### config.mk
export PLATFORM = sky130hd
export DESIGN_NAME = lcd_timing_ctl
export DESIGN_NICKNAME = d
export VERILOG_FILES = /design/src/rtl/lcd_timing_pkg.sv /design/src/rtl/lcd_timing_ctl_sync_cnt.sv /design/src/rtl/lcd_timing_ctl.sv
export SDC_FILE = /design/constraint.sdc
export NUM_CORES = 1
export LEC_CHECK = 0
export CORE_MARGIN = 8
export CORE_UTILIZATION = 50
export DETAILED_ROUTE_END_ITERATION = 10
export PLACE_DENSITY_LB_ADDON = 0.25
export SYNTH_ARGS = -nofsm -noshare
export SYNTH_HDL_FRONTEND = slang
export SYNTH_SLANG_ARGS = --single-unit
### constraint.sdc
create_clock -name lcd_clk -period 3.4 [get_ports lcd_clk]
set_clock_uncertainty 0.1 [all_clocks]
set_input_delay 0.68 -clock lcd_clk [delete_from_list [all_inputs] [get_ports lcd_clk]]
set_output_delay 0.68 -clock lcd_clk [all_outputs]
set_load 0.01 [all_outputs]
### src/rtl/lcd_timing_pkg.sv
// Shared definitions for the LCD raster timing controller: FSM state encoding,
// default panel timing and helpers used to derive line/frame totals.
package lcd_timing_pkg;

  localparam logic [1:0] IDLE = 2'd0;
  localparam logic [1:0] FILL = 2'd1;
  localparam logic [1:0] RUN  = 2'd2;

  localparam int FIFO_CNT_W = 10;

  localparam int DEF_H_SYNC      = 48;
  localparam int DEF_H_BACK      = 40;
  localparam int DEF_H_DISP      = 800;
  localparam int DEF_H_FRONT     = 40;
  localparam int DEF_V_SYNC      = 3;
  localparam int DEF_V_BACK      = 29;
  localparam int DEF_V_DISP      = 480;
  localparam int DEF_V_FRONT     = 13;
  localparam int DEF_DATA_WIDTH  = 16;
  localparam int DEF_START_LEVEL = 256;

  function automatic int lineTotal(input int syncW, input int back, input int disp,
                                   input int front);
    return syncW + back + disp + front;
  endfunction

  localparam int DEF_H_TOTAL = lineTotal(DEF_H_SYNC, DEF_H_BACK, DEF_H_DISP, DEF_H_FRONT);
  localparam int DEF_V_TOTAL = lineTotal(DEF_V_SYNC, DEF_V_BACK, DEF_V_DISP, DEF_V_FRONT);

endpackage

### src/rtl/lcd_timing_ctl_sync_cnt.sv
// Horizontal/vertical raster counters; they advance only while run_i is high
// and sit at zero otherwise.
module lcd_sync_cnt
  import lcd_timing_pkg::*;
#(
  parameter int H_TOTAL = DEF_H_TOTAL,
  parameter int V_TOTAL = DEF_V_TOTAL,
  parameter int HW      = $clog2(H_TOTAL),
  parameter int VW      = $clog2(V_TOTAL)
) (
  input  logic          clk_i,
  input  logic          rst_n_i,
  input  logic          run_i,
  output logic [HW-1:0] hCnt_o,
  output logic [VW-1:0] vCnt_o,
  output logic          frameEnd_o
);

  localparam logic [HW-1:0] H_LAST = HW'(H_TOTAL - 1);
  localparam logic [VW-1:0] V_LAST = VW'(V_TOTAL - 1);

  logic [HW-1:0] hCnt_q, hCnt_d;
  logic [VW-1:0] vCnt_q, vCnt_d;
  logic          hLast, vLast;

  assign hLast      = (hCnt_q == H_LAST);
  assign vLast      = (vCnt_q == V_LAST);
  assign frameEnd_o = run_i && hLast && vLast;
  assign hCnt_o     = hCnt_q;
  assign vCnt_o     = vCnt_q;

  always_comb begin
    hCnt_d = hCnt_q;
    vCnt_d = vCnt_q;
    if (!run_i) begin
      hCnt_d = '0;
      vCnt_d = '0;
    end else if (hLast) begin
      hCnt_d = '0;
      vCnt_d = vLast ? '0 : vCnt_q + 1'b1;
    end else begin
      hCnt_d = hCnt_q + 1'b1;
    end
  end

  always_ff @(posedge clk_i or negedge rst_n_i) begin
    if (!rst_n_i) begin
      hCnt_q <= '0;
      vCnt_q <= '0;
    end else begin
      hCnt_q <= hCnt_d;
      vCnt_q <= vCnt_d;
    end
  end

endmodule

### src/rtl/lcd_timing_ctl.sv
// LCD raster timing generator: frame FSM, sync/active-window decode, FIFO pixel
// request one cycle ahead of the active window, and a two-stage output pipeline.
module lcd_timing_ctl
  import lcd_timing_pkg::*;
#(
  parameter int H_SYNC      = DEF_H_SYNC,
  parameter int H_BACK      = DEF_H_BACK,
  parameter int H_DISP      = DEF_H_DISP,
  parameter int H_FRONT     = DEF_H_FRONT,
  parameter int V_SYNC      = DEF_V_SYNC,
  parameter int V_BACK      = DEF_V_BACK,
  parameter int V_DISP      = DEF_V_DISP,
  parameter int V_FRONT     = DEF_V_FRONT,
  parameter int DATA_WIDTH  = DEF_DATA_WIDTH,
  parameter int START_LEVEL = DEF_START_LEVEL
) (
  input  logic                  lcd_clk,
  input  logic                  rst_n,
  input  logic                  enable,
  input  logic [FIFO_CNT_W-1:0] fifo_rd_cnt,
  input  logic                  fifo_rd_en,
  input  logic [DATA_WIDTH-1:0] fifo_rd_data,
  output logic                  lcd_data_requst,
  output logic                  lcd_hs,
  output logic                  lcd_vs,
  output logic                  lcd_de,
  output logic [DATA_WIDTH-1:0] lcd_rgb,
  output logic                  frame_start,
  output logic                  underflow
);

  localparam int H_TOTAL = lineTotal(H_SYNC, H_BACK, H_DISP, H_FRONT);
  localparam int V_TOTAL = lineTotal(V_SYNC, V_BACK, V_DISP, V_FRONT);
  localparam int HW      = $clog2(H_TOTAL);
  localparam int VW      = $clog2(V_TOTAL);

  localparam logic [HW-1:0] H_SYNC_E = HW'(H_SYNC);
  localparam logic [HW-1:0] H_ACT_S  = HW'(H_SYNC + H_BACK);
  localparam logic [HW-1:0] H_ACT_E  = HW'(H_SYNC + H_BACK + H_DISP);
  localparam logic [HW-1:0] H_REQ_S  = HW'(H_SYNC + H_BACK - 1);
  localparam logic [HW-1:0] H_REQ_E  = HW'(H_SYNC + H_BACK + H_DISP - 1);
  localparam logic [VW-1:0] V_SYNC_E = VW'(V_SYNC);
  localparam logic [VW-1:0] V_ACT_S  = VW'(V_SYNC + V_BACK);
  localparam logic [VW-1:0] V_ACT_E  = VW'(V_SYNC + V_BACK + V_DISP);
  localparam logic [FIFO_CNT_W-1:0] START_LVL = FIFO_CNT_W'(START_LEVEL);

  logic [1:0]    state_q, state_d;
  logic          run;
  logic [HW-1:0] hCnt;
  logic [VW-1:0] vCnt;
  logic          frameEnd;

  assign run = (state_q == RUN);

  lcd_sync_cnt #(
    .H_TOTAL (H_TOTAL),
    .V_TOTAL (V_TOTAL),
    .HW      (HW),
    .VW      (VW)
  ) u_sync_cnt (
    .clk_i      (lcd_clk),
    .rst_n_i    (rst_n),
    .run_i      (run),
    .hCnt_o     (hCnt),
    .vCnt_o     (vCnt),
    .frameEnd_o (frameEnd)
  );

  // Stopping is only honoured at a frame boundary once RUN is reached.
  always_comb begin
    state_d = state_q;
    case (state_q)
      IDLE:    if (enable) state_d = FILL;
      FILL: begin
        if (!enable)                       state_d = IDLE;
        else if (fifo_rd_cnt >= START_LVL) state_d = RUN;
      end
      RUN:     if (frameEnd && !enable) state_d = IDLE;
      default: state_d = IDLE;
    endcase
  end

  always_ff @(posedge lcd_clk or negedge rst_n) begin
    if (!rst_n) state_q <= IDLE;
    else        state_q <= state_d;
  end

  logic hs0, vs0, de0, vAct, hAct, hReq;

  assign vAct = (vCnt >= V_ACT_S) && (vCnt < V_ACT_E);
  assign hAct = (hCnt >= H_ACT_S) && (hCnt < H_ACT_E);
  assign hReq = (hCnt >= H_REQ_S) && (hCnt < H_REQ_E);

  assign hs0             = run ? (hCnt >= H_SYNC_E) : 1'b1;
  assign vs0             = run ? (vCnt >= V_SYNC_E) : 1'b1;
  assign de0             = run && hAct && vAct;
  assign lcd_data_requst = run && hReq && vAct;

  // In any cycle de0, rdEnD1_q, reqD1_q and fifo_rd_data all describe the
  // same pixel, so they travel together through both pipeline stages.
  logic                  rdEnD1_q, reqD1_q;
  logic                  hsD1_q, vsD1_q, deD1_q, pixVldD1_q;
  logic [DATA_WIDTH-1:0] pixD1_q;
  logic                  lcdHs_q, lcdVs_q, lcdDe_q, frameStart_q, underflow_q;
  logic [DATA_WIDTH-1:0] lcdRgb_q;

  always_ff @(posedge lcd_clk or negedge rst_n) begin
    if (!rst_n) begin
      rdEnD1_q     <= 1'b0;
      reqD1_q      <= 1'b0;
      hsD1_q       <= 1'b1;
      vsD1_q       <= 1'b1;
      deD1_q       <= 1'b0;
      pixVldD1_q   <= 1'b0;
      pixD1_q      <= '0;
      lcdHs_q      <= 1'b1;
      lcdVs_q      <= 1'b1;
      lcdDe_q      <= 1'b0;
      lcdRgb_q     <= '0;
      frameStart_q <= 1'b0;
      underflow_q  <= 1'b0;
    end else begin
      rdEnD1_q     <= fifo_rd_en;
      reqD1_q      <= lcd_data_requst;
      hsD1_q       <= hs0;
      vsD1_q       <= vs0;
      deD1_q       <= de0;
      pixVldD1_q   <= rdEnD1_q;
      pixD1_q      <= fifo_rd_data;
      lcdHs_q      <= hsD1_q;
      lcdVs_q      <= vsD1_q;
      lcdDe_q      <= deD1_q;
      lcdRgb_q     <= (deD1_q && pixVldD1_q) ? pixD1_q : '0;
      frameStart_q <= run && (hCnt == '0) && (vCnt == '0);
      if (reqD1_q && !rdEnD1_q) underflow_q <= 1'b1;
    end
  end

  assign lcd_hs      = lcdHs_q;
  assign lcd_vs      = lcdVs_q;
  assign lcd_de      = lcdDe_q;
  assign lcd_rgb     = lcdRgb_q;
  assign frame_start = frameStart_q;
  assign underflow   = underflow_q;

endmodule

==> reports/metrics.cfg, run 1 <==
[power]
ir_drop_uv = 342
cellLeakagePower_nw = 1.47
power.density_nw_per_um2 = 529

[setup_path]
worstPathBufferInverterCount = 1
r2r_cells = 4
cpLargestDelayFamily = simple AND/OR/NAND/NOR gates
crit_required_ns = 2.62
r2r_start = u_sync_cnt.vCnt_o[5]$_DFFE_PN0P_
start_kind = register
crit_chain = ha_1 -> nand2_1 -> nor4_1 -> nor2b_1 -> o21ba_2 -> clkdlybuf4s50_1
slowest_stage = clkdlybuf4s50_1
crit_path_end_kind = output port
cp-startpoint = u_sync_cnt.hCnt_o[0]$_DFF_PN0_
worstPathArrival_ns = 2.20
reg2reg_slack_ns = 1.26
critPathKind = register to output port
r2r_end = u_sync_cnt.vCnt_o[7]$_DFFE_PN0P_
path_max_fanout = 4
crit_path_max_incr_delay_ns = 0.54

[timing]
fin_tns_setup_ns = 0
rsz0062_at_grt = no
drv_slew = 0
fin_crit_sh_pct = 87.5
worst_slack_ns = 0.424
worst_slew_pin_slew_ns = 0.371
finalSetupViolCount = 0
hold_viol_final = 0
min_period_ns = 2.98
fmax_mhz = 336
slew_headroom_pct = 75.1

[logic_synthesis]
synth-seq-cells = 65
netlist_instances = 211
synthFlopType = dfrtp_1
synth_area_leader_cell = dfrtp_1
syn_area_um2 = 2520
syn_area_per_cell_um2 = 11.9
synth-edff-count = 0
synth-seq-area-share_pct = 64.7
synth_nets = 245
ys_types = 42
synth_top_cell_area_share_pct = 60.5
yosys_warnings = 0
async_flop_share_pct = 100
yosys-top-cells-area = dfrtp_1 61%, and3_1 4.2%, dfstp_2 4.2%, nor2_1 3.1%, xnor2_1 2.4%

[routing]
firstDrtPassIters = 4
ant_nets = 0
num_vias = 1678
wl_per_cell_um = 14.0
vias_per_cell = 5.08
routed_wl_um = 4640
drc = 0
drt-initial-drc-count = 58

[die]
die_height_um = 87.0
core_um2 = 4980
start_util_pct = 50.7
die_x_um = 87.0
num_rows = 26
die_area_um2 = 7570
io_pins = 52

[clocking]
cts.sinks = 65
htreeDepth = 3
cts_buffer_depth = 2
cts_root_buffer = clkbuf_8
cts_resized = 0
tritoncts = done
clk_pin_slew_ns = 0.07
post_cts_buffers = 0
holdBufCountCts = 0
clk-insertion-delay-late_ns = 0.33
numCtsBuffers = 9

[grt]
antenna_found_initial = 0
grt_pass1_vias = 1665
grt_overflow = 0
grt_pass1_wl_um = 7950
grt_use_total_pct = 13.7
grt_max_degree = 66

[placement]
port_buffers = 43
place_congestion = 0.772
dp_hpwl_um = 3200
pre_cts_slack_ns = 0.777

[min_path]
hp-class = input pin to async pin

[cells_and_area]
syn_to_final_growth_pct = 26.1
diodes = 0
nets = 289
drive_above_1_share_pct = 12.3
fillers = 408

[run]
drv_cap = 0

[run_status]
status = complete, no violations

layout make-up:
class                           count  area [µm²]  area share (%)
Tap cell                           70        87.6            2.75
Timing Repair Buffer               45         453            14.2
Sequential cell                    65        1630            51.3
Clock inverter                      5        31.3           0.984
Inverter                            7        26.3           0.826
Clock buffer                       11         141            4.45
Multi-Input combinational cell    127         808            25.4
stage by stage:
step	cell area [µm²]	utilization (%)	instances	total power, W	hold WS [ns]
after global placement	3010	60.4	314	0.00113	0.247
final	3180	63.9	330	0.00168	0.256
after floorplan	2520	-	211	0.00106	0.245
after detailed placement	3010	60.4	314	0.00113	0.247
after global routing	3180	63.9	330	0.00178	0.262
after CTS	3180	63.9	330	0.00170	0.250
how the worst max path moves through the flow:
| stage | end | depth (start not counted) |
|---|---|---|
| final | lcd_data_requst | 6 |
| after global routing | lcd_data_requst | 6 |
| after CTS | lcd_data_requst | 6 |
| after detailed placement | lcd_data_requst | 6 |
| after global placement | lcd_data_requst | 5 |
| after floorplan | u_sync_cnt.vCnt_o[8]$_DFFE_PN0P_ | 5 |
cells in the final DEF, fill, tap and decap left out, drive strengths merged, types with 6 or more instances in the layout:
cell and n:
a31oi 6, clkbuf 11, nand2 10, clkdlybuf4s50 42
inv 7, and3 18, nor2 21, dfrtp 61
nand3 12, xnor2 7
cells in the mapped netlist, types with 2 or more instances:
cell type,count
nor2b_1,2
and4_1,2
nand2_1,10
and3_1,17
nand3_1,12
buf_2,2
a31oi_1,6
xor2_1,2
inv_1,7
a21oi_1,2
nor3_1,3
and2_1,2
xnor2_1,7
clkbuf_1,9
nand3b_1,3
dfstp_2,4
a21o_1,2
ha_1,4
nand2b_1,2
nor4_1,4
or2_2,2
nand4_1,3
o221ai_1,2
dfrtp_1,61
o21ai_0,3
nor2_1,21
a221o_1,2
flip-flops by register name, indices dropped and copies added (netlist names), 2 cells and up:
| name | flops |
|---|---|
| u_sync_cnt.hCnt_o | 10 |
| u_sync_cnt.vCnt_o | 10 |
| state_q | 2 |
| pixD1_q | 16 |
| lcd_rgb | 16 |
cells by family (layout without fill, tap and decap cells):
group / count (synthesis) / after routing / synth area share, %
DFF: 65 / 65 / 64.7
buffers and inverters: 19 / 68 / 3.23
xor gates and xnor gates: 9 / 9 / 3.13
and+or+nand+nor: 92 / 92 / 20.5
muxes: 1 / 1 / 0.397
AOI/OAI and AO/OA: 21 / 21 / 6.05
adders and majority gates: 4 / 4 / 1.99
where the power goes:
part / switching (W) / total (W) / internal [W]
clock network: 0.000280 / 0.000562 / 0.000282
registers: 0.0000792 / 0.000924 / 0.000844
logic: 0.0000899 / 0.000197 / 0.000107
total: 0.000449 / 0.00168 / 0.00123
layer usage:
| metal | up-vias | routed length (µm) | track usage, % | part of all wire (%) |
|---|---|---|---|---|
| li1 | 821 | - | - | - |
| met1 | 792 | 2140 | 17.8 | 46 |
| met2 | 53 | 2030 | 19.9 | 44 |
| met3 | 12 | 356 | 3.40 | 7.7 |
| met4 | 0 | 108 | 8.61 | 2.3 |
| met5 | - | 0 | 0 | 0 |
(Power assumes the default switching activity.)
==> inputs of run 2 (changes only) <==
--- a/config.mk
+++ b/config.mk
@@ -9,6 +9,7 @@
 export CORE_UTILIZATION = 50
 export DETAILED_ROUTE_END_ITERATION = 10
 export PLACE_DENSITY_LB_ADDON = 0.25
+export SETUP_SLACK_MARGIN = 0.4
 export SYNTH_ARGS = -nofsm -noshare
 export SYNTH_HDL_FRONTEND = slang
 export SYNTH_SLANG_ARGS = --single-unit
==> reports/metrics.cfg, run 2 (synthesis results as in run 1) <==
[timing]
fin_crit_sh_pct = 85.2  ; was 87.5%
fin_tns_setup_ns = 0  ; unchanged
rsz0062_at_grt = no  ; unchanged
worst_slew_pin_slew_ns = 0.369  ; was 0.371 ns
min_period_ns = 2.90  ; was 2.98 ns
hold_viol_final = 0  ; unchanged
slew_headroom_pct = 75.2  ; was 75.1%
drv_slew = 0  ; unchanged
finalSetupViolCount = 0  ; unchanged
hold_slack_ns = 0.256  ; about the same
fmax_mhz = 345  ; was 336 MHz

[setup_path]
critPathKind = register to output port  ; unchanged
worstPathBufferInverterCount = 1  ; unchanged
crit_required_ns = 2.62  ; about the same
reg2reg_slack_ns = 1.26  ; about the same
crit_chain = or3_1 -> a21oi_2 -> a31oi_1 -> o21ba_2 -> clkdlybuf4s50_1  ; was ha_1 -> nand2_1 -> nor4_1 -> nor2b_1 -> o21ba_2 -> clkdlybuf4s50_1
crit_path_end_kind = output port  ; unchanged
path_max_fanout = 6  ; was 4
start_kind = register  ; unchanged
worstPathArrival_ns = 2.12  ; was 2.20 ns
cpLargestDelayFamily = buffers and inverters  ; was simple AND/OR/NAND/NOR gates
crit_path_max_incr_delay_ns = 0.48  ; was 0.54 ns
slowest_stage = clkdlybuf4s50_1  ; unchanged

[clocking]
cts_buffer_depth = 2  ; unchanged
holdBufCountCts = 0  ; unchanged
htreeDepth = 3  ; unchanged
numCtsBuffers = 9  ; unchanged
cts.sinks = 65  ; unchanged
clk-insertion-delay-late_ns = 0.33  ; about the same
clk_pin_slew_ns = 0.07  ; about the same
cts_root_buffer = clkbuf_8  ; unchanged
tritoncts = done  ; unchanged

[cells_and_area]
fin_cells = 334  ; was 330
final_common_cell = dfrtp_1  ; unchanged
final_util_pct = 65.0  ; was 63.9%
syn_to_final_growth_pct = 28.4  ; was 26.1%
drive_above_1_share_pct = 15.9  ; was 12.3%
final_cell_mix = 60 x dfrtp_1, 42 x clkdlybuf4s50_1, 21 x nor2_1, 17 x and3_1, 12 x nand3_1  ; was 61 x dfrtp_1, 42 x clkdlybuf4s50_1, 21 x nor2_1, 17 x and3_1, 12 x nand3_1
nets = 293  ; was 289
diodes = 0  ; unchanged

[die]
die_height_um = 87.0  ; unchanged
core_um2 = 4980  ; unchanged
die_area_um2 = 7570  ; unchanged
io_pins = 52  ; unchanged
start_util_pct = 50.7  ; unchanged
num_rows = 26  ; unchanged
die_x_um = 87.0  ; unchanged

[routing]
drt-initial-drc-count = 58  ; unchanged
wl_per_cell_um = 14.2  ; was 14.0 µm
firstDrtPassIters = 4  ; unchanged
num_vias = 1697  ; was 1678
ant_nets = 0  ; unchanged
routed_wl_um = 4760  ; was 4640 µm
vias_per_cell = 5.08  ; about the same
drc = 0  ; unchanged

[placement]
port_buffers = 43  ; unchanged
dp_hpwl_um = 3200  ; unchanged
dp_cells = 314  ; unchanged
place_congestion = 0.772  ; unchanged

[grt]
grt_pass1_vias = 1680  ; was 1665
grt_max_degree = 66  ; unchanged
antenna_found_initial = 0  ; unchanged
grt_use_met1_pct = 17.8  ; about the same
grt_use_met2_pct = 20.4  ; was 19.9%
grt_use_total_pct = 13.8  ; was 13.7%
grt_overflow = 0  ; unchanged
use_met3_pct = 3.40  ; unchanged
grt_busiest_layer = met2  ; unchanged
grt_pass1_wl_um = 8050  ; was 7950 µm

[power]
power.density_nw_per_um2 = 529  ; about the same
cellLeakagePower_nw = 1.49  ; was 1.47 nW
ir_drop_uv = 344  ; was 342 µV

[run_status]
status = complete, no violations  ; unchanged

[min_path]
hp-class = input pin to async pin  ; unchanged

[run]
drv_cap = 0  ; unchanged

-- run 2: worst paths after layout --
| check | start | to | cells after the start |
|---|---|---|---|
| min in group lcd_clk | vsD1_q$_DFF_PN1_ | lcd_vs$_DFF_PN1_ | 0 |
| max in group asynchronous | rst_n | hsD1_q$_DFF_PN1_ | 2 |
| min | rst_n | pixD1_q[12]$_DFF_PN0_ | 2 |
| min reg2reg | vsD1_q$_DFF_PN1_ | lcd_vs$_DFF_PN1_ | 0 |
| max | u_sync_cnt.hCnt_o[8]$_DFF_PN0_ | lcd_data_requst | 5 |
| max reg2reg | u_sync_cnt.vCnt_o[5]$_DFFE_PN0P_ | u_sync_cnt.vCnt_o[7]$_DFFE_PN0P_ | 4 |
-- run 2: what timing repair did --
| action | 4_1_cts | 5_1_grt |
|---|---|---|
| resized for setup | 1 | 6 |
| endpoints found under the setup margin | 1 | 1 |
| pin swaps | 0 | 1 |
| buffers inserted | 0 | 4 |
| hold endpoints to repair | 0 | 0 |
| gates cloned | 0 | 0 |
-- run 2: stage by stage --
step	total power (W)	area, µm²	setup slack [ns]
after detailed placement	0.00113	3010	0.777
after global placement	0.00113	3010	0.816
after floorplan	0.00106	2520	1.31
final	0.00171	3240	0.504
after CTS	0.00170	3190	0.432
after global routing	0.00181	3240	0.383
-- run 2: layout make-up --
type / count / area [µm²]
clock buffer: 11 / 141
inverter: 7 / 26.3
tap: 70 / 87.6
sequential: 65 / 1630
multi-input combinational: 127 / 835
timing repair buffer: 49 / 483
fill: 408 / 1740
clock inverter: 5 / 31.3
-- run 2: per-layer routing --
layer | wire length (µm) | share of wire, % | vias up
li1 | - | - | 833
met3 | 309 | 6.5 | 12
met1 | 2240 | 47 | 810
met4 | 108 | 2.3 | 0
met5 | 0 | 0 | -
met2 | 2100 | 44 | 42
-- run 2: report_power, final --
| group | internal, W | switching, W |
|---|---|---|
| Combinational | 0.000121 | 0.000103 |
| Sequential | 0.000845 | 0.0000831 |
| Clock | 0.000282 | 0.000280 |
-- run 2: worst register-to-register path, cell delays in order, from the launching register on --
cell and delay (ns):
dfrtp_1 0.43, or4_4 0.56, or3_4 0.45, and4_2 0.23
a221o_1 0.25
